File: config.mk
export PLATFORM = sky130hd
export DESIGN_NAME = wishbone_classic_stream_reader
export DESIGN_NICKNAME = d
export VERILOG_FILES = /design/src/rtl/wishbone_classic_stream_reader_pkg.sv /design/src/rtl/wishbone_classic_stream_reader.sv
export SDC_FILE = /design/constraint.sdc
export NUM_CORES = 1
export LEC_CHECK = 0
export CAP_MARGIN = 20
export CORE_MARGIN = 5
export CORE_UTILIZATION = 40
export DETAILED_ROUTE_END_ITERATION = 16
export GPL_ROUTABILITY_DRIVEN = 0
export PLACE_DENSITY = 0.77
export SYNTH_ARGS = -nofsm -noshare
export SYNTH_HDL_FRONTEND = slang
export SYNTH_SLANG_ARGS = --single-unit
File: constraint.sdc
create_clock -name clk -period 2.55 [get_ports clk]
set_input_delay 0.6375 -clock clk [delete_from_list [all_inputs] [get_ports clk]]
set_output_delay 0.6375 -clock clk [all_outputs]
set_load 0.05 [all_outputs]
File: src/rtl/wishbone_classic_stream_reader_pkg.sv
// Shared definitions for the Wishbone classic stream reader: cycle-type
// tags, burst-type constant, FSM state encoding and a ceil-log2 helper.
package wishbone_classic_stream_reader_pkg;

  // Wishbone cycle-type identifiers
  localparam logic [2:0] CTI_CLASSIC = 3'b000;
  localparam logic [2:0] CTI_INCR    = 3'b010;
  localparam logic [2:0] CTI_END     = 3'b111;

  // Linear burst type; this master never wraps bursts
  localparam logic [1:0] BTE_LINEAR  = 2'b00;

  typedef enum logic [1:0] {
    ST_IDLE = 2'd0,
    ST_REQ  = 2'd1,
    ST_HOLD = 2'd2
  } state_t;

  // Ceiling log2; returns 0 for values of 0 or 1
  function automatic int clogb2(input int value);
    int result;
    int v;
    result = 0;
    v = value - 1;
    while (v > 0) begin
      result = result + 1;
      v = v >> 1;
    end
    return result;
  endfunction

endpackage

File: src/rtl/wishbone_classic_stream_reader.sv
// Wishbone classic read master: fetches a block of consecutive words one
// single-beat read at a time and hands each word out on a ready/valid
// stream through a one-entry holding register.
module wishbone_classic_stream_reader
  import wishbone_classic_stream_reader_pkg::*;
#(
  parameter int ADDRESS_WIDTH = 32,
  parameter int BUS_WIDTH     = 4,
  parameter int COUNT_WIDTH   = 16,
  parameter int TIMEOUT       = 255
) (
  input  logic                       clk,
  input  logic                       rstn,
  input  logic                       cmd_valid,
  output logic                       cmd_ready,
  input  logic [ADDRESS_WIDTH-1:0]   cmd_addr,
  input  logic [COUNT_WIDTH-1:0]     cmd_count,
  output logic                       m_wb_cyc,
  output logic                       m_wb_stb,
  output logic                       m_wb_we,
  output logic [ADDRESS_WIDTH-1:0]   m_wb_addr,
  output logic [BUS_WIDTH*8-1:0]     m_wb_data_o,
  output logic [BUS_WIDTH-1:0]       m_wb_sel,
  output logic [1:0]                 m_wb_bte,
  output logic [2:0]                 m_wb_cti,
  input  logic                       m_wb_ack,
  input  logic [BUS_WIDTH*8-1:0]     m_wb_data_i,
  input  logic                       m_wb_err,
  output logic [BUS_WIDTH*8-1:0]     m_axis_tdata,
  output logic                       m_axis_tvalid,
  input  logic                       m_axis_tready,
  output logic                       m_axis_tlast,
  output logic                       done,
  output logic                       error
);

  localparam int ADDR_LSB = clogb2(BUS_WIDTH);
  // A TIMEOUT of 1 still needs a one-bit counter to compare against
  localparam int TIMER_W  = (TIMEOUT > 1) ? clogb2(TIMEOUT) : 1;
  localparam logic [TIMER_W-1:0]       TIMER_LAST = TIMER_W'(TIMEOUT - 1);
  localparam logic [ADDRESS_WIDTH-1:0] ADDR_MASK  = {ADDRESS_WIDTH{1'b1}} << ADDR_LSB;
  localparam logic [ADDRESS_WIDTH-1:0] ADDR_STEP  = ADDRESS_WIDTH'(BUS_WIDTH);

  state_t                     state_reg;
  state_t                     state_next;
  logic [ADDRESS_WIDTH-1:0]   addr_reg;
  logic [COUNT_WIDTH-1:0]     remaining_reg;
  logic [TIMER_W-1:0]         timer_reg;
  logic [BUS_WIDTH*8-1:0]     tdata_reg;
  logic                       done_reg;
  logic                       error_reg;
  logic                       timed_out;
  logic                       more_beats;

  assign timed_out  = (timer_reg == TIMER_LAST);
  assign more_beats = (remaining_reg != '0);

  // State register
  always_ff @(posedge clk or negedge rstn) begin
    if (!rstn) begin
      state_reg <= ST_IDLE;
    end else begin
      state_reg <= state_next;
    end
  end

  // Next-state logic; ack wins over err, and bus responses only count while strobing
  always_comb begin
    state_next = state_reg;
    case (state_reg)
      ST_IDLE: begin
        if (cmd_valid && (cmd_count != '0)) state_next = ST_REQ;
      end
      ST_REQ: begin
        if (m_wb_ack)                   state_next = ST_HOLD;
        else if (m_wb_err || timed_out) state_next = ST_IDLE;
      end
      ST_HOLD: begin
        if (m_axis_tready) state_next = more_beats ? ST_REQ : ST_IDLE;
      end
      default: state_next = ST_IDLE;
    endcase
  end

  // Datapath: address/count tracking, beat timeout, output word capture, status pulses
  always_ff @(posedge clk or negedge rstn) begin
    if (!rstn) begin
      addr_reg      <= '0;
      remaining_reg <= '0;
      timer_reg     <= '0;
      tdata_reg     <= '0;
      done_reg      <= 1'b0;
      error_reg     <= 1'b0;
    end else begin
      done_reg  <= 1'b0;
      error_reg <= 1'b0;
      case (state_reg)
        ST_IDLE: begin
          if (cmd_valid) begin
            if (cmd_count == '0) begin
              done_reg <= 1'b1;
            end else begin
              addr_reg      <= cmd_addr & ADDR_MASK;
              remaining_reg <= cmd_count;
              timer_reg     <= '0;
            end
          end
        end
        ST_REQ: begin
          if (m_wb_ack) begin
            tdata_reg     <= m_wb_data_i;
            remaining_reg <= remaining_reg - COUNT_WIDTH'(1);
            addr_reg      <= addr_reg + ADDR_STEP;
          end else if (m_wb_err || timed_out) begin
            error_reg     <= 1'b1;
            remaining_reg <= '0;
          end else begin
            timer_reg <= timer_reg + TIMER_W'(1);
          end
        end
        ST_HOLD: begin
          if (m_axis_tready) begin
            if (more_beats) timer_reg <= '0;
            else            done_reg  <= 1'b1;
          end
        end
        default: ;
      endcase
    end
  end

  // Bus and stream outputs decoded from the current state
  always_comb begin
    cmd_ready     = 1'b0;
    m_wb_cyc      = 1'b0;
    m_wb_stb      = 1'b0;
    m_wb_sel      = '0;
    m_wb_cti      = CTI_CLASSIC;
    m_axis_tvalid = 1'b0;
    m_axis_tlast  = 1'b0;
    case (state_reg)
      ST_IDLE: cmd_ready = 1'b1;
      ST_REQ: begin
        m_wb_cyc = 1'b1;
        m_wb_stb = 1'b1;
        m_wb_sel = '1;
        m_wb_cti = (remaining_reg > COUNT_WIDTH'(1)) ? CTI_INCR : CTI_END;
      end
      ST_HOLD: begin
        // cyc stays up between beats so the burst is not broken
        m_wb_cyc      = more_beats;
        m_axis_tvalid = 1'b1;
        m_axis_tlast  = !more_beats;
      end
      default: ;
    endcase
  end

  assign m_wb_we      = 1'b0;
  assign m_wb_bte     = BTE_LINEAR;
  assign m_wb_data_o  = '0;
  assign m_wb_addr    = addr_reg;
  assign m_axis_tdata = tdata_reg;
  assign done         = done_reg;
  assign error        = error_reg;

endmodule

==> results of run 1 <==
## timing repair
item / CTS / global route
buffers inserted: 4 / 11
endpoints found under the setup margin: 4 / 4
resized for setup: 9 / 6
pin swaps: 5 / 7
## routing by layer
| metal | track usage | vias up | wire [um] |
|---|---|---|---|
| met1 | 0.255 | 2420 | 6270 |
| met3 | 0.0445 | 22 | 1040 |
| met5 | 0 | - | 0 |
| met2 | 0.329 | 203 | 7580 |
| li1 | - | 2341 | - |
| met4 | 0.0794 | 0 | 276 |
## report_power, final
part           switching [uW]  leakage, uW  internal (uW)
Clock                     607     0.000147            767
Sequential                767      0.00108           2140
Combinational            4340      0.00197           2740
## metrics by stage
stage                     total power [uW]  setup slack (ns)  cell area (um^2)  TNS, ns
after floorplan                       7490            -0.209              5400   -0.209
after global placement                9570            -0.303              7140   -10.07
after detailed placement              9790            -0.232              7140    -6.58
after CTS                            11300            0.0116              7500        0
after global routing                 12000           -0.0504              7600   -0.156
final                                11400            0.0179              7600        0
## worst register-to-register path: stages (launching register included)
cell      delay, ns
dfrtp_1        0.39
inv_2          0.07
ha_4           0.16
nor3b_4        0.15
buf_6          0.13
nand2_2        0.08
nor3_4         0.06
buf_4          0.15
buf_4          0.12
nand3b_2       0.32
buf_4          0.22
a211o_1        0.28
## final timing paths
path / startpoint / end / depth (start not counted)
min: rstn / remaining_reg[10]$_DFFE_PN0P_ / 1
max: remaining_reg[6]$_DFFE_PN0P_ / m_wb_cti[2] / 5
min in group clk: m_axis_tdata[4]$_DFFE_PN0P_ / m_axis_tdata[4]$_DFFE_PN0P_ / 1
min reg2reg: m_axis_tdata[4]$_DFFE_PN0P_ / m_axis_tdata[4]$_DFFE_PN0P_ / 1
max in group asynchronous: rstn / m_axis_tdata[8]$_DFFE_PN0P_ / 2
max reg2reg: remaining_reg[0]$_DFFE_PN0P_ / timer_reg[2]$_DFFE_PN0P_ / 11
## cells by family (layout without fill, tap and decap cells)
kind of cell             after synthesis  in the layout  share of synthesized area
AO/OA/AOI/OAI                        159            159                      0.188
multiplexers                          39             39                     0.0828
adder cells (fa/ha/maj)                9              9                     0.0217
other                                  1             37                   0.000722
flip-flops                            90             90                      0.433
AND/OR/NAND/NOR                      170            170                      0.174
buffers and inverters                 84            240                     0.0999
## layout make-up
| cell class | count | area [um^2] |
|---|---|---|
| Timing Repair Buffer | 212 | 2150 |
| Tap cell | 172 | 215 |
| Sequential cell | 90 | 2250 |
| Clock buffer | 9 | 225 |
| Multi-Input combinational cell | 414 | 2630 |
| Clock inverter | 7 | 73.8 |
| Inverter | 12 | 47.5 |
| Fill cell | 1036 | 5070 |
## layout by cell type, fill, tap and decap left out, drive strengths merged, types with 3 or more instances in the layout
cell type / Yosys / layout
nand2: 38 / 38
nand3: 24 / 24
and4: 5 / 5
buf: 59 / 66
a22o: 3 / 3
o2bb2ai: 4 / 4
a31oi: 5 / 5
o31ai: 3 / 3
mux2i: 7 / 7
o21ai: 47 / 47
dfrtp: 90 / 90
nand3b: 3 / 3
or4: 4 / 4
nand4: 10 / 10
a22oi: 8 / 8
conb: 1 / 37
clkdlybuf4s50: 0 / 146
and2: 7 / 7
a31o: 4 / 4
nand2b: 3 / 3
inv: 12 / 15
and3: 9 / 9
ha: 9 / 9
a21oi: 40 / 40
o22ai: 23 / 23
o221ai: 3 / 3
nor2: 38 / 38
nor4: 9 / 9
nor3: 16 / 16
mux2: 32 / 32
clkbuf: 13 / 9
==> run summary, run 1 <==
### CTS
* clock buffer count from CTS: 9
* TritonCTS clock tree: yes
* clock insertion delay at the later pin of the skew report: 0.35 ns
* CTS Hold Bufs: 0
* CTS root buf: clkbuf_16
* register clock-pin slew on the reported worst setup and hold paths: 0.07 ns
* count of H-tree levels built during CTS: 3
* buffers from clock root to sink, at most: 2
* number of clock sinks: 90

### Cells and area
* fraction of layout instances using a drive strength above 1: 0.190
* antenna diode count: 0
* final non-filler cell total: 916
* post-synthesis to final-layout area growth: 46.2%
* max reg flops: 32
* Net count, final: 834
* Final Util: 0.600

### Power and ir drop
* P per Cell Area: 1500 nW/um^2
* leak pwr: 0.00320 uW
* Worst IR Drop VDD: 0.943 mV

### Die
* total I/O pin count: 199
* DIE WIDTH: 124 um
* overall die area: 15400 um^2
* standard-cell rows: 41
* core area: 12700 um^2
* height of the die: 124 um
* starting utilization of the core area: 0.410

### Drt
* residual antenna-violating net count after detailed routing: 0
* drt drc: 0
* iteration-0 DRC count of the detailed router: 439
* Routed Wire Length: 15200 um
* average vias per placed instance: 5.44
* vias after detailed routing: 4986
* detailed-routing iteration count for the pre-antenna-repair pass: 5
* final routed wire length divided by cell count: 16.6 um

### Place
* number of instances in the placed design: 885
* detailed placer's ending HPWL: 11000 um
* Port Buf Inserts: 159

### STA
* Achievable Freq: 395 MHz
* worst hold-check slack: 0.0860 ns
* RSZ-0062 raised after global routing: yes
* post-layout min period: 2.53 ns
* final clock period utilization by the worst path: 0.993
* final setup fails: 0
* number of slew-limit violations in the final report: 0
* worst setup skew after layout: 0.00764 ns
* relative slew slack: 0.517
* transition time at the pin with the least slew margin: 0.718 ns
* final hold viol count: 0

### Logic synthesis
* share of synthesized area occupied by flip-flops and latches: 0.433
* Post-synth ARST share: 1.00
* number of synthesized flops with an enable pin: 0
* total standard cell area after synthesis: 5200 um^2
* most frequently used flop master after synthesis: dfrtp_1
* Yosys warnings: 0
* top cell types by occurrence after synthesis: dfrtp_1 (90), buf_4 (47), o21ai_0 (47)
* #FFs+latches synth: 90
* most frequent cell after synthesis: dfrtp_1
* number of different library cells in the post-synthesis netlist: 56
* post-synth top area cell: dfrtp_1
* top area cells in the synthesized netlist: dfrtp_1 (43%), mux2_2 (6.9%), buf_4 (6.8%), o21ai_0 (4.5%), a21oi_1 (3.9%)
* syn_area_per_cell: 9.42 um^2
* post-synthesis instance total: 552
* area share of the largest cell type after synthesis: 0.433

### Worst setup path
* cell repeated most along the worst path: nor4_4
* buffering stage count on the worst path with inverters included: 2
* Critical Path Start Type: flip-flop
* family with the most delay on the worst path: simple AND/OR/NAND/NOR gates
* Largest stage delay, worst path: 0.42 ns
* cells along the critical path: nor4_4 > nand2_2 > nor4_4 > buf_4 > buf_12
* start-to-end type of the worst setup path: flip-flop to output port
* Worst EP arrival: 1.89 ns
* required time of the critical path: 1.91 ns
* endpoint kind of the worst setup timing path: output port
* Crit-path slowest cell: dfrtp_1
* worst-path fanout max: 3
* setup slack on the worst flop-to-flop path: 0.30 ns

### Global route
* wire length of the first global-routing pass: 24300 um
* number of antenna violations at the first check in global routing: 0
* number of global-route vias before repair: 4951
* pin count of the biggest net entering global routing: 51
* combined global-route utilization of all metal layers: 0.199
* overflow left after global routing: 0

### Flow run
* Max-Cap Viols: 0

### Worst hold path
* hold crit path type: input port to asynchronous set/reset pin

### Outcome
* outcome: finished, final reports clean

No activity file was read; power rests on OpenSTA's default activity.
==> run 2, diff against run 1 <==
CORE_ASPECT_RATIO = 1.2   (was default)
CORE_MARGIN = default   (was 5)
==> run summary, run 2 (synthesis results as in run 1) <==
### Global route
* overflow left after global routing: 0, unchanged
* pin count of the biggest net entering global routing: 61, was 51
* combined global-route utilization of all metal layers: 0.216, was 0.199
* wire length of the first global-routing pass: 23200 um, was 24300 um
* number of antenna violations at the first check in global routing: 0, unchanged
* number of global-route vias before repair: 4747, was 4951

### CTS
* CTS Hold Bufs: 0, unchanged
* clock insertion delay at the later pin of the skew report: 0.35 ns, about the same
* count of H-tree levels built during CTS: 3, unchanged
* number of clock sinks: 90, unchanged
* clock buffer count from CTS: 9, unchanged
* TritonCTS clock tree: yes, unchanged
* buffers from clock root to sink, at most: 2, unchanged
* register clock-pin slew on the reported worst setup and hold paths: 0.07 ns, about the same
* CTS root buf: clkbuf_16, unchanged

### Flow run
* Max-Cap Viols: 0, unchanged

### Power and ir drop
* share of power burned in registers: 0.254, was 0.256
* Switching Share: 0.501, was 0.502
* total net switching power: 5720 uW, was 5710 uW
* clock share of power: 0.125, was 0.121
* internal power summed over all cells: 5680 uW, was 5650 uW
* combinational share of power: 0.621, was 0.623
* P per Cell Area: 1490 nW/um^2, was 1500 nW/um^2
* total power after layout: 11400 uW, about the same
* Worst IR Drop VDD: 0.998 mV, was 0.943 mV
* leak pwr: 0.00324 uW, was 0.00320 uW

### Die
* starting utilization of the core area: 0.410, about the same
* standard-cell rows: 45, was 41
* height of the die: 127 um, was 124 um
* DIE WIDTH: 106 um, was 124 um
* core area: 12700 um^2, about the same
* total I/O pin count: 199, unchanged
* overall die area: 13500 um^2, was 15400 um^2

### Worst setup path
* worst-path fanout max: 3, unchanged
* number of cells traversed by the worst register-to-register path: 9, was 11
* endpoint kind of the worst setup timing path: output port, unchanged
* Critical Path Start Type: flip-flop, unchanged
* start-to-end type of the worst setup path: flip-flop to output port, unchanged
* Worst EP arrival: 1.89 ns, about the same
* required time of the critical path: 1.91 ns, about the same

### Place
* number of instances in the placed design: 880, was 885
* post-detailed-placement cell area: 7160 um^2, was 7140 um^2
* Port Buf Inserts: 159, unchanged
* detailed placer's ending HPWL: 10300 um, was 11000 um

### Cells and area
* area taken by multi-input logic gates: 2650 um^2, was 2630 um^2
* commonest non-fill, non-tap cell in the layout: clkdlybuf4s50_1, unchanged
* fraction of layout instances using a drive strength above 1: 0.194, was 0.190
* number of filler instances in the final layout: 1051, was 1036
* sequential standard cell area: 2250 um^2, unchanged
* Final Util: 0.604, was 0.600
* antenna diode count: 0, unchanged
* max reg flops: 32, unchanged
* commonest cells after routing, fill and taps aside: clkdlybuf4s50_1 (146), dfrtp_1 (90), buf_4 (52), was clkdlybuf4s50_1 (146), dfrtp_1 (90), buf_4 (49)
* final non-filler cell total: 912, was 916
* post-synthesis to final-layout area growth: 47.3%, was 46.2%
* Net count, final: 838, was 834
* final design instance area without fill: 7660 um^2, was 7600 um^2

### STA
* worst hold-check slack: 0.229 ns, was 0.0860 ns
* transition time at the pin with the least slew margin: 0.840 ns, was 0.718 ns
* RSZ-0062 raised after global routing: yes, unchanged
* final hold viol count: 0, unchanged
* final setup fails: 0, unchanged
* Achievable Freq: 395 MHz, about the same
* final clock period utilization by the worst path: 0.993, about the same
* post-layout min period: 2.53 ns, about the same
* worst setup skew after layout: 0.00946 ns, was 0.00764 ns
* relative slew slack: 0.435, was 0.517
* number of slew-limit violations in the final report: 0, unchanged

### Drt
* detailed-routing iteration count for the pre-antenna-repair pass: 5, unchanged
* average vias per placed instance: 5.47, was 5.44
* drt drc: 0, unchanged
* iteration-0 DRC count of the detailed router: 224, was 439
* residual antenna-violating net count after detailed routing: 0, unchanged
* final routed wire length divided by cell count: 15.9 um, was 16.6 um
* Routed Wire Length: 14500 um, was 15200 um
* vias after detailed routing: 4992, was 4986

### Outcome
* outcome: finished, final reports clean, unchanged

### Worst hold path
* hold crit path type: input port to asynchronous set/reset pin, unchanged

==> run 2: critical path, stage by stage (launching register included) <==
cell	delay [ns]
dfrtp_1	0.42
nor4_4	0.41
nand2_2	0.16
buf_6	0.15
nor3_4	0.23
buf_12	0.17
==> run 2: path summary, 6_finish.rpt <==
check | from | end | slack (ns)
worst min register to register | m_axis_tdata[11]$_DFFE_PN0P_ | m_axis_tdata[11]$_DFFE_PN0P_ | 0.51
min in group clk | m_axis_tdata[11]$_DFFE_PN0P_ | m_axis_tdata[11]$_DFFE_PN0P_ | 0.51
worst min-delay path | rstn | remaining_reg[11]$_DFFE_PN0P_ | 0.23
worst max register to register | state_reg[1]$_DFFE_PN0P_ | remaining_reg[14]$_DFFE_PN0P_ | 0.21
max in group asynchronous | rstn | remaining_reg[8]$_DFFE_PN0P_ | 1.64
worst max-delay path | remaining_reg[6]$_DFFE_PN0P_ | m_axis_tlast | 0.02
==> run 2: power by group through the flow <==
stage | logic, uW | clock network, uW | registers [uW]
final | 7080 | 1430 | 2900
after global routing | 7520 | 1510 | 3010
after CTS | 6950 | 1460 | 2880
after detailed placement | 6840 | 0 | 2900
after global placement | 6690 | 0 | 2840
after floorplan | 2950 | 0 | 4540
==> run 2: layout make-up <==
type / count / area share
Multi-Input combinational cell: 414 / 0.347
Sequential cell: 90 / 0.294
Timing Repair Buffer: 216 / 0.285
Clock buffer: 9 / 0.0294
Tap cell: 164 / 0.0268
Clock inverter: 7 / 0.0114
Inverter: 12 / 0.00621
==> run 2: repair_timing <==
action | 4_1_cts | 5_1_grt
hold endpoints to repair | 0 | 0
setup endpoints to repair | 4 | 56
gates resized for setup | 9 | 8
pin swaps | 4 | 9
setup buffers | 4 | 12
==> run 2: per-layer routing <==
layer  up-vias  track usage  part of all wire
li1       2344            -                 -
met1      2388        0.264              0.41
met2       232        0.385              0.51
met3        28       0.0339             0.058
met4         0       0.0743             0.022
met5         -            0                 0
==> run 2: stage by stage <==
stage,setup TNS (ns),worst slack (ns)
final,0,0.0183
after global routing,-0.208,-0.0825
after CTS,0,0.0181
after detailed placement,-12.67,-0.324
after global placement,-13.57,-0.365
after floorplan,-0.209,-0.209
==> run 3, diff against run 2 <==
CAP_MARGIN = default   (was 20)
CORE_UTILIZATION = 45   (was 40)
PLACE_DENSITY = 0.82   (was 0.77)
clock period = 3.2 ns   (was 2.55 ns; I/O delays follow)
==> run summary, run 3 (synthesis results as in run 1) <==
### Drt
* residual antenna-violating net count after detailed routing: 0, unchanged
* iteration-0 DRC count of the detailed router: 299, was 224
* detailed-routing iteration count for the pre-antenna-repair pass: 5, unchanged
* average vias per placed instance: 5.62, was 5.47
* drt drc: 0, unchanged
* Routed Wire Length: 14100 um, was 14500 um
* vias after detailed routing: 4821, was 4992
* final routed wire length divided by cell count: 16.4 um, was 15.9 um

### Worst setup path
* number of cells traversed by the worst register-to-register path: 10, was 9
* setup slack on the worst flop-to-flop path: 0.64 ns, was 0.21 ns
* endpoint kind of the worst setup timing path: output port, unchanged
* start-to-end type of the worst setup path: flip-flop to output port, unchanged
* buffering stage count on the worst path with inverters included: 2, unchanged
* Largest stage delay, worst path: 0.41 ns, was 0.42 ns
* worst-path fanout max: 5, was 3
* Worst EP arrival: 2.15 ns, was 1.89 ns
* cells along the critical path: inv_1 > ha_1 > nor3b_2 > nand2_1 > nor2_1 > a21boi_0 > o21a_1 > buf_4, was nor4_4 > nand2_2 > buf_6 > nor3_4 > buf_12
* Crit Reg-Reg Startpoint: state_reg[1]$_DFFE_PN0P_, unchanged
* Critical Path Start Type: flip-flop, unchanged
* required time of the critical path: 2.40 ns, was 1.91 ns
* Critical Path Stages: 8, was 5
* family with the most delay on the worst path: compound AO/OA/AOI/OAI gates, was simple AND/OR/NAND/NOR gates
* launching instance or port of the critical path: remaining_reg[0]$_DFFE_PN0P_, was remaining_reg[6]$_DFFE_PN0P_
* Crit-path slowest cell: dfrtp_1, unchanged
* R2R Path End: remaining_reg[7]$_DFFE_PN0P_, was remaining_reg[14]$_DFFE_PN0P_
* CP endpoint: m_wb_cyc, was m_axis_tlast

### CTS
* clock buffer count from CTS: 9, unchanged
* register clock-pin slew on the reported worst setup and hold paths: 0.07 ns, about the same
* clock insertion delay at the later pin of the skew report: 0.34 ns, was 0.35 ns
* cells resized by post-CTS repair: 0, was 9
* number of setup buffers added after CTS: 0, was 4
* CTS Hold Bufs: 0, unchanged
* TritonCTS clock tree: yes, unchanged
* CTS root buf: clkbuf_16, unchanged
* number of clock sinks: 90, unchanged
* count of H-tree levels built during CTS: 3, unchanged
* buffers from clock root to sink, at most: 2, unchanged

### Cells and area
* max reg flops: 32, unchanged
* fraction of layout instances using a drive strength above 1: 0.118, was 0.194
* commonest non-fill, non-tap cell in the layout: clkdlybuf4s50_1, unchanged
* antenna diode count: 0, unchanged
* Net count, final: 794, was 838
* commonest cells after routing, fill and taps aside: clkdlybuf4s50_1 (154), dfrtp_1 (90), o21ai_0 (47), was clkdlybuf4s50_1 (146), dfrtp_1 (90), buf_4 (52)
* post-synthesis to final-layout area growth: 37.0%, was 47.3%

### Place
* Port Buf Inserts: 159, unchanged
* worst slack after detailed placement: 0.115 ns, was -0.324 ns
* detailed placer's ending HPWL: 10000 um, was 10300 um

### Global route
* combined global-route utilization of all metal layers: 0.242, was 0.216
* overflow left after global routing: 0, unchanged
* wire length of the first global-routing pass: 22700 um, was 23200 um
* pin count of the biggest net entering global routing: 91, was 61
* number of antenna violations at the first check in global routing: 0, unchanged
* number of global-route vias before repair: 4545, was 4747

### Power and ir drop
* P per Cell Area: 1200 nW/um^2, was 1490 nW/um^2
* Worst IR Drop VDD: 0.779 mV, was 0.998 mV
* leak pwr: 0.00292 uW, was 0.00324 uW

### STA
* final clock period utilization by the worst path: 0.922
* final hold viol count: 0, unchanged
* final setup fails: 0, unchanged
* RSZ-0062 raised after global routing: no, was yes
* number of slew-limit violations in the final report: 0, unchanged
* worst setup slack after layout: 0.250 ns, was 0.0183 ns
* Achievable Freq: 339 MHz
* setup TNS: 0 ns, unchanged
* transition time at the pin with the least slew margin: 0.767 ns, was 0.840 ns
* post-layout min period: 2.95 ns
* relative slew slack: 0.484, was 0.435
* worst setup skew after layout: 0.00517 ns, was 0.00946 ns

### Outcome
* outcome: finished, final reports clean, unchanged

### Flow run
* Max-Cap Viols: 0, unchanged

### Die
* height of the die: 120 um, was 127 um
* DIE WIDTH: 100 um, was 106 um
* overall die area: 12000 um^2, was 13500 um^2
* starting utilization of the core area: 0.467, was 0.410
* standard-cell rows: 42, was 45
* total I/O pin count: 199, unchanged
* core area: 11100 um^2, was 12700 um^2

### Worst hold path
* hold crit path type: input port to asynchronous set/reset pin, unchanged

-- run 3: changes by cell type in the layout (fill, tap and decap cells not counted), sizes merged --
cell / before / now
buf: 70 / 18
inv: 18 / 13
clkdlybuf4s50: 146 / 154
clkinvlp: 0 / 3
clkbuf: 9 / 11
-- run 3: how the worst min path moves through the flow --
stage	cells after the start	startpoint	slack [ns]	end
floorplan	2	remaining_reg[15]$_DFFE_PN0P_	0.46	remaining_reg[15]$_DFFE_PN0P_
global placement	2	remaining_reg[15]$_DFFE_PN0P_	0.48	remaining_reg[15]$_DFFE_PN0P_
detailed placement	2	remaining_reg[15]$_DFFE_PN0P_	0.49	remaining_reg[15]$_DFFE_PN0P_
CTS	2	remaining_reg[15]$_DFFE_PN0P_	0.51	remaining_reg[15]$_DFFE_PN0P_
global route	1	m_axis_tdata[4]$_DFFE_PN0P_	0.51	m_axis_tdata[4]$_DFFE_PN0P_
finish	2	rstn	0.49	m_axis_tdata[23]$_DFFE_PN0P_
-- run 3: layout make-up --
cell class	count	area [um^2]
Clock buffer	11	253
Multi-Input combinational cell	414	2590
Fill cell	900	4020
Inverter	12	45.0
Timing Repair Buffer	172	1730
Sequential cell	90	2250
Tap cell	154	193
Clock inverter	5	61.3
-- run 3: power by group --
part / switching [uW] / internal, uW / total [uW]
Sequential: 595 / 1710 / 2300
Combinational: 3320 / 1830 / 5140
Clock: 453 / 651 / 1100
Total: 4360 / 4190 / 8550
-- run 3: worst reg2reg max path, stage by stage, from the launching register on --
cell     delay (ns)
dfrtp_1        0.42
inv_1          0.13
ha_4           0.18
inv_1          0.06
buf_4          0.20
o21ai_0        0.25
o31a_2         0.45
nand2_1        0.09
buf_4          0.23
o21ai_0        0.28
o21ai_0        0.15
-- run 3: per-stage QoR --
step | total power, uW | hold WS (ns) | cells | cell area [um^2] | utilization
after global routing | 9020 | 0.512 | 858 | 7120 | 0.639
final | 8550 | 0.494 | 858 | 7120 | 0.639
after floorplan | 5920 | 0.461 | 588 | 5360 | -
after detailed placement | 7450 | 0.493 | 842 | 6810 | 0.611
after CTS | 8580 | 0.508 | 858 | 7120 | 0.639
after global placement | 7290 | 0.484 | 842 | 6810 | 0.611
-- run 3: routing by layer --
metal,track usage,part of all wire,vias up
li1,-,-,2255
met1,0.301,0.41,2313
met2,0.411,0.51,216
met3,0.0437,0.057,37
met4,0.105,0.029,0
met5,0,0,-
